===== src/rtl/psx_pkg.sv =====
// Shared constants and types for the PSX pad emulator.
// Imported by the reply table and the protocol stage.
package psx_pkg;

  localparam logic [7:0] PSX_CMD_POLL    = 8'h42;
  localparam logic [7:0] PSX_REPLY_IDLE  = 8'hFF;
  localparam logic [7:0] PSX_REPLY_READY = 8'h5A;

  localparam int         PSX_IDX_W   = 4;
  localparam logic [3:0] PSX_LEN_DIG = 4'd5;
  localparam logic [3:0] PSX_LEN_ANA = 4'd9;

  typedef enum logic [2:0] {
    ST_IDLE,
    ST_POLL,
    ST_DATA,
    ST_DONE,
    ST_IGNORE
  } psx_state_e;

endpackage


===== src/rtl/psx_pad_reply_table.sv =====
// Combinational reply byte lookup from reply index and snapshot.
// Bytes past the packet length read as idle.
module psx_pad_reply_table
  import psx_pkg::*;
#(
  parameter logic [7:0] ID_DIGITAL = 8'h41,
  parameter logic [7:0] ID_ANALOG  = 8'h73
) (
  input  logic [PSX_IDX_W-1:0] i_idx,
  input  logic [15:0]          i_buttons,
  input  logic [31:0]          i_sticks,
  input  logic                 i_analog,
  output logic [7:0]           o_reply
);

  logic [3:0] w_len;

  assign w_len = i_analog ? PSX_LEN_ANA : PSX_LEN_DIG;

  always_comb begin
    o_reply = PSX_REPLY_IDLE;
    if (i_idx < w_len) begin
      case (i_idx)
        4'd1:    o_reply = i_analog ? ID_ANALOG : ID_DIGITAL;
        4'd2:    o_reply = PSX_REPLY_READY;
        4'd3:    o_reply = i_buttons[7:0];
        4'd4:    o_reply = i_buttons[15:8];
        4'd5:    o_reply = i_sticks[7:0];
        4'd6:    o_reply = i_sticks[15:8];
        4'd7:    o_reply = i_sticks[23:16];
        4'd8:    o_reply = i_sticks[31:24];
        default: o_reply = PSX_REPLY_IDLE;
      endcase
    end
  end

endmodule


===== src/rtl/psx_pad_emulator.sv =====
// Dual Shock style pad protocol stage on the PPB.
// Answers poll packets from a per-packet controller snapshot.
module psx_pad_emulator
  import psx_pkg::*;
#(
  parameter logic [7:0] PAD_ADDRESS = 8'h01,
  parameter logic [7:0] ID_DIGITAL  = 8'h41,
  parameter logic [7:0] ID_ANALOG   = 8'h73
) (
  input  logic        clk,
  input  logic        reset,
  input  logic        PPB_packet_reset,
  input  logic [7:0]  PPB_command,
  input  logic        PPB_command_strobe,
  input  logic        PPB_reply_ready,
  output logic [7:0]  PPB_reply,
  output logic        PPB_ack_strobe,
  input  logic [15:0] pad_buttons,
  input  logic [31:0] pad_sticks,
  input  logic        pad_analog,
  output logic        poll_strobe
);

  logic                 w_rst;
  logic [3:0]           w_len;
  logic                 w_last;
  logic [7:0]           w_tbl;
  logic [15:0]          r_btn;
  logic [31:0]          r_stk;
  logic                 r_ana;
  psx_state_e           r_state;
  logic [PSX_IDX_W-1:0] r_cmd_idx;
  logic [PSX_IDX_W-1:0] r_rep_idx;
  logic [7:0]           r_reply;
  logic                 r_ack;
  logic                 r_poll;

  assign w_rst  = reset | PPB_packet_reset;
  assign w_len  = r_ana ? PSX_LEN_ANA : PSX_LEN_DIG;
  assign w_last = r_cmd_idx >= (w_len - 4'd1);

  assign PPB_reply      = r_reply;
  assign PPB_ack_strobe = r_ack;
  assign poll_strobe    = r_poll;

  psx_pad_reply_table #(
    .ID_DIGITAL (ID_DIGITAL),
    .ID_ANALOG  (ID_ANALOG)
  ) u_table (
    .i_idx     (r_rep_idx),
    .i_buttons (r_btn),
    .i_sticks  (r_stk),
    .i_analog  (r_ana),
    .o_reply   (w_tbl)
  );

  // Snapshot tracks live inputs while deselected, frozen for the packet.
  always_ff @(posedge clk) begin
    if (w_rst) begin
      r_btn <= pad_buttons;
      r_stk <= pad_sticks;
      r_ana <= pad_analog;
    end
  end

  always_ff @(posedge clk) begin
    if (w_rst) begin
      r_rep_idx <= '0;
      r_reply   <= PSX_REPLY_IDLE;
    end else begin
      if (PPB_reply_ready && r_rep_idx != 4'd15)
        r_rep_idx <= r_rep_idx + 4'd1;
      r_reply <= w_tbl;
    end
  end

  always_ff @(posedge clk) begin
    if (w_rst) begin
      r_state   <= ST_IDLE;
      r_cmd_idx <= '0;
      r_ack     <= 1'b0;
      r_poll    <= 1'b0;
    end else begin
      r_ack  <= 1'b0;
      r_poll <= 1'b0;
      if (PPB_command_strobe) begin
        if (r_cmd_idx != 4'd15)
          r_cmd_idx <= r_cmd_idx + 4'd1;
        unique case (r_state)
          ST_IDLE: begin
            if (PPB_command == PAD_ADDRESS) begin
              r_state <= ST_POLL;
              r_ack   <= 1'b1;
            end else begin
              r_state <= ST_IGNORE;
            end
          end
          ST_POLL: begin
            if (PPB_command == PSX_CMD_POLL) begin
              r_state <= ST_DATA;
              r_ack   <= 1'b1;
            end else begin
              r_state <= ST_IGNORE;
            end
          end
          ST_DATA: begin
            if (w_last) begin
              r_state <= ST_DONE;
              r_poll  <= 1'b1;
            end else begin
              r_ack <= 1'b1;
            end
          end
          ST_DONE:   r_state <= ST_DONE;
          ST_IGNORE: r_state <= ST_IGNORE;
        endcase
      end
    end
  end

endmodule


===== config.mk =====
export PLATFORM = sky130hd
export DESIGN_NAME = psx_pad_emulator
export DESIGN_NICKNAME = d
export VERILOG_FILES = /design/src/rtl/psx_pkg.sv /design/src/rtl/psx_pad_reply_table.sv /design/src/rtl/psx_pad_emulator.sv
export SDC_FILE = /design/constraint.sdc
export NUM_CORES = 1
export LEC_CHECK = 0
export CAP_MARGIN = 10
export CORE_MARGIN = 5
export CORE_UTILIZATION = 44
export CTS_CLUSTER_SIZE = 8
export DETAILED_ROUTE_END_ITERATION = 6
export HOLD_SLACK_MARGIN = 0.1
export PLACE_DENSITY = 0.87
export SYNTH_ARGS = -nofsm -noshare
export SYNTH_HDL_FRONTEND = slang
export SYNTH_SLANG_ARGS = --single-unit

===== constraint.sdc =====
create_clock -name clk -period 2.5 [get_ports clk]
set_clock_uncertainty 0.05 [all_clocks]
set_input_delay 0.5 -clock clk [delete_from_list [all_inputs] [get_ports clk]]
set_output_delay 0.5 -clock clk [all_outputs]
set_load 0.005 [all_outputs]

==> results.txt <==
----------------------------------------------------
[Outcome]
  Outcome ... finished clean

[Clock tree]
  Worst-path clk slew ... approximately 70 ps
  Clock Latency Late Sink ... between 300 and 400 ps
  TritonCTS sink count ... 70
  Number of buffers inserted during clock tree synthesis ... 9
  Maximum level of the CTS H-tree ... 3
  Post-CTS Resized ... 0
  Root Buffer ... sky130_fd_sc_hd__clkbuf_8
  Number of hold buffers added after CTS ... 0
  Number of post-CTS setup repair buffers ... 0
  Maximum buffer depth of the clock tree ... 2
  TritonCTS clock tree ... yes

[Worst setup path]
  Crit path DAT ... ~2300 ps
  Worst path max stage delay ... 520 ps
  Required @ worst endpoint ... 2670 ps
  Category of the worst setup path launch point ... flip-flop
  CP top delay family ... simple AND/OR/NAND/NOR gates
  Critical Path Fanout Max ... 12
  Critical Setup Path Class ... reg2reg
  Cell with the largest stage delay on the worst path ... sky130_fd_sc_hd__ha_1
  Cells traversed along the worst timing path ... inv_1, ha_1, nor4_1, nand2_1, o2111ai_1, or3_1
  Sort of element at the end of the critical path ... flip-flop
  Buffers plus inverters on the worst setup path ... 1

[Detailed routing]
  Vias after detailed routing ... 2,023
  Detailed-routing iteration count for the pre-antenna-repair pass ... 5
  Number of remaining DRC errors ... 0
  Iteration-0 DRC count of the detailed router ... roughly 150
  Number of nets with antenna violations after detailed routing ... 0
  Detailed Route WL ... approximately 6.2 mm
  WL/cell ... between 15 and 20 um
  Via-to-Cell Ratio ... 5.47

[STA]
  Slew at the pin closest to its max-slew limit ... around 680 ps
  Total negative setup slack ... 0 ps
  Hold WS ... 448 ps
  Fin crit share ... around 87%
  Relative slew margins ... 54.7%
  Final hold viol count ... 0
  # setup viols final ... 0
  Number of max-slew violations in the final report ... 0
  Achievable Freq ... approximately 460 MHz
  Crit path setup slack, layout ... roughly 330 ps
  RSZ-0062 raised after global routing ... no
  Min Clock Period, post-route ... between 2000 and 2500 ps

[Floorplan]
  Y dimension of the die ... 90.6 um
  Count of standard-cell rows ... 29
  Ports ... between 70 and 80
  Total Die Area ... between 8000 and 9000 um2
  Die Span X ... 90.6 um
  Initial cell density of the core ... between 40% and 50%
  Core area ... 6350 um2

[Placement]
  Port bufs ... around 70
  Placed insts ... between 300 and 400
  Post-Place Worst Slack ... about 200 ps
  Detailed-placement wirelength estimate ... 4.46 mm
  Last weighted congestion value of the routability-driven placer ... between 0.8 and 0.9

[GRT]
  First-pass GRT wire length ... ~10 mm
  Remaining global-route overflow ... 0
  Maximum number of pins on one net before global-route repair ... 37
  Number of global-route vias before repair ... approximately 2,100
  Initial antenna violation count ... 0
  All-Layer GR Usage ... between 15 and 20%

[Layout]
  Area growth from synthesis to layout ... 36.2%
  Diodes inserted ... 0
  Share of cells above drive strength 1 ... under 10%
  Area of the multi-input gates ... 878 um2
  Net count of the finished layout ... roughly 360
  Final Non-Filler Cells ... 370
  Fillers ... roughly 500
  Sequential cell area ... 1890 um2

[Synth]
  Post-Synthesis Cell Area ... 2860 um2
  Multiplexer area fraction after synthesis ... less than 1%
  Library cells used by synthesis ... 41
  Share of Yosys cell area claimed by the top area cell type ... ~50%
  Post-Synthesis Cells ... 210
  Sequential share of the synthesized area ... around 66%
  Simple-gate share of the synthesized area ... under 10%
  Adder-cell share of the synthesized area ... 4.82%
  Synth Net Count ... 283
  Mean area per synthesized cell ... 13.6 um2
  Combinational family with the most area after synthesis ... compound AO/OA/AOI/OAI gates
  XOR/XNOR share of the synthesized area ... 1.23%
  Ranking of synthesized cells by area ... sky130_fd_sc_hd__edfxtp_1, sky130_fd_sc_hd__dfxtp_1, sky130_fd_sc_hd__ha_1
  Library cell with the largest summed area after synthesis ... sky130_fd_sc_hd__edfxtp_1
  Syn. warnings ... 0
  Fraction of the mapped netlist area in compound gates ... between 15 and 20%
  Synthesis-stage register bit count ... 70

[Hold path]
  Hold Path Class ... reg2reg

[Power and ir drop]
  Leakage power ... 1.39 nW
  PwrDens ... 656 nW/um2
  Total chip power ... between 2 and 3 mW
  Highest ir drop seen on vdd ... roughly 460 uV

[Flow run]
  Max-cap check violation count ... 0

----------------------------------------------------
-- placed cells by master (no fill, tap or decap), types with 7 or more instances in the layout --
cell type / synthesis / final
sky130_fd_sc_hd__inv_1: 10 / 9
sky130_fd_sc_hd__clkbuf_8: 0 / 9
sky130_fd_sc_hd__dfxtp_1: 21 / 21
sky130_fd_sc_hd__a22oi_1: 8 / 8
sky130_fd_sc_hd__clkdlybuf4s50_1: 0 / 71
sky130_fd_sc_hd__nor2_1: 9 / 9
sky130_fd_sc_hd__buf_4: 0 / 7
sky130_fd_sc_hd__ha_1: 11 / 11
sky130_fd_sc_hd__a21oi_1: 7 / 7
sky130_fd_sc_hd__nand2_1: 13 / 13
sky130_fd_sc_hd__edfxtp_1: 49 / 49
-- sequential cells by signal, summed over array words and instances (netlist names) --
name and count:
PPB_ack_strobe 1, PPB_reply 8, poll_strobe 1, r_ana 1, r_btn 16, r_cmd_idx 4, r_rep_idx 4, r_state 3
r_stk 32
-- per-stage QoR --
stage	instance area, um2	util (%)
after floorplan	2860	-
after global placement	3670	57.8
after detailed placement	3670	57.8
after CTS	3890	61.3
after global routing	3890	61.3
final	3890	61.3
-- cells by family after synthesis --
logic type	after synthesis
AO/OA/AOI/OAI	55
XOR/XNOR	4
adder cells (fa/ha/maj)	11
buffers and inverters	21
flip-flops	70
multiplexers	2
AND/OR/NAND/NOR	47
-- power breakdown --
part | internal (mW) | leakage, nW | switching (mW)
logic | 0.122 | 0.609 | 0.0751
clock network | 0.570 | 0.111 | 0.427
registers | 1.33 | 0.670 | 0.0303
total | 2.02 | 1.39 | 0.533
-- routing by layer --
metal	vias to the layer above	wire length, um	global-route usage (%)	share of wire (%)
li1	984	-	-	-
met1	958	2540	17.1	41
met2	77	3170	27.6	51
met3	4	410	5.67	6.6
met4	0	65	5.71	1.1
met5	-	0	0	0
-- layout make-up --
type	instances	share of cell area, %
flip-flops and latches	70	48.6
repair buffers	78	19.6
multi-input cells	119	22.6
clock buffers	10	3.28
clock inverters	6	2.44
inverters	10	0.965
well taps	77	2.48
-- cells in the mapped netlist, drive strengths merged --
master	instances
a22oi	8
inv	10
a221oi	3
nor4	2
nor2	9
a31oi	3
o32ai	1
edfxtp	49
or4	1
a211oi	2
and3	1
a32oi	3
o31ai	1
or3	4
a21oi	7
a2111oi	1
a32o	1
ha	11
or3b	1
a311oi	4
a21bo	1
o21ai	2
a311o	3
nor2b	4
buf	6
o22ai	3
clkbuf	5
xnor2	4
a222oi	2
a22o	6
nand4b	1
nor3	3
nand2	13
dfxtp	21
a221o	3
nor3b	1
nor4b	1
o2111ai	1
mux2i	2
nand3	6
-- worst reg2reg max path: stages (launching register included) --
cell                        delay [ps]
sky130_fd_sc_hd__dfxtp_1           350
sky130_fd_sc_hd__inv_1             150
sky130_fd_sc_hd__ha_1              520
sky130_fd_sc_hd__nor4_1            110
sky130_fd_sc_hd__nand2_1           100
sky130_fd_sc_hd__o2111ai_1         320
sky130_fd_sc_hd__or3_1             470
-- path summary, 6_finish.rpt --
| kind | from | end | slack [ps] | cells past startpoint |
|---|---|---|---|---|
| worst min register to register | r_cmd_idx[1]$_SDFFE_PP0P_ | r_cmd_idx[1]$_SDFFE_PP0P_ | 450 | 2 |
| worst min-delay path | r_cmd_idx[1]$_SDFFE_PP0P_ | r_cmd_idx[1]$_SDFFE_PP0P_ | 450 | 2 |
| worst max-delay path | r_rep_idx[0]$_SDFFE_PP0P_ | PPB_reply[1]$_SDFF_PP1_ | 330 | 6 |
| worst max register to register | r_rep_idx[0]$_SDFFE_PP0P_ | PPB_reply[1]$_SDFF_PP1_ | 330 | 6 |
No activity file was read; power rests on OpenSTA's default activity.
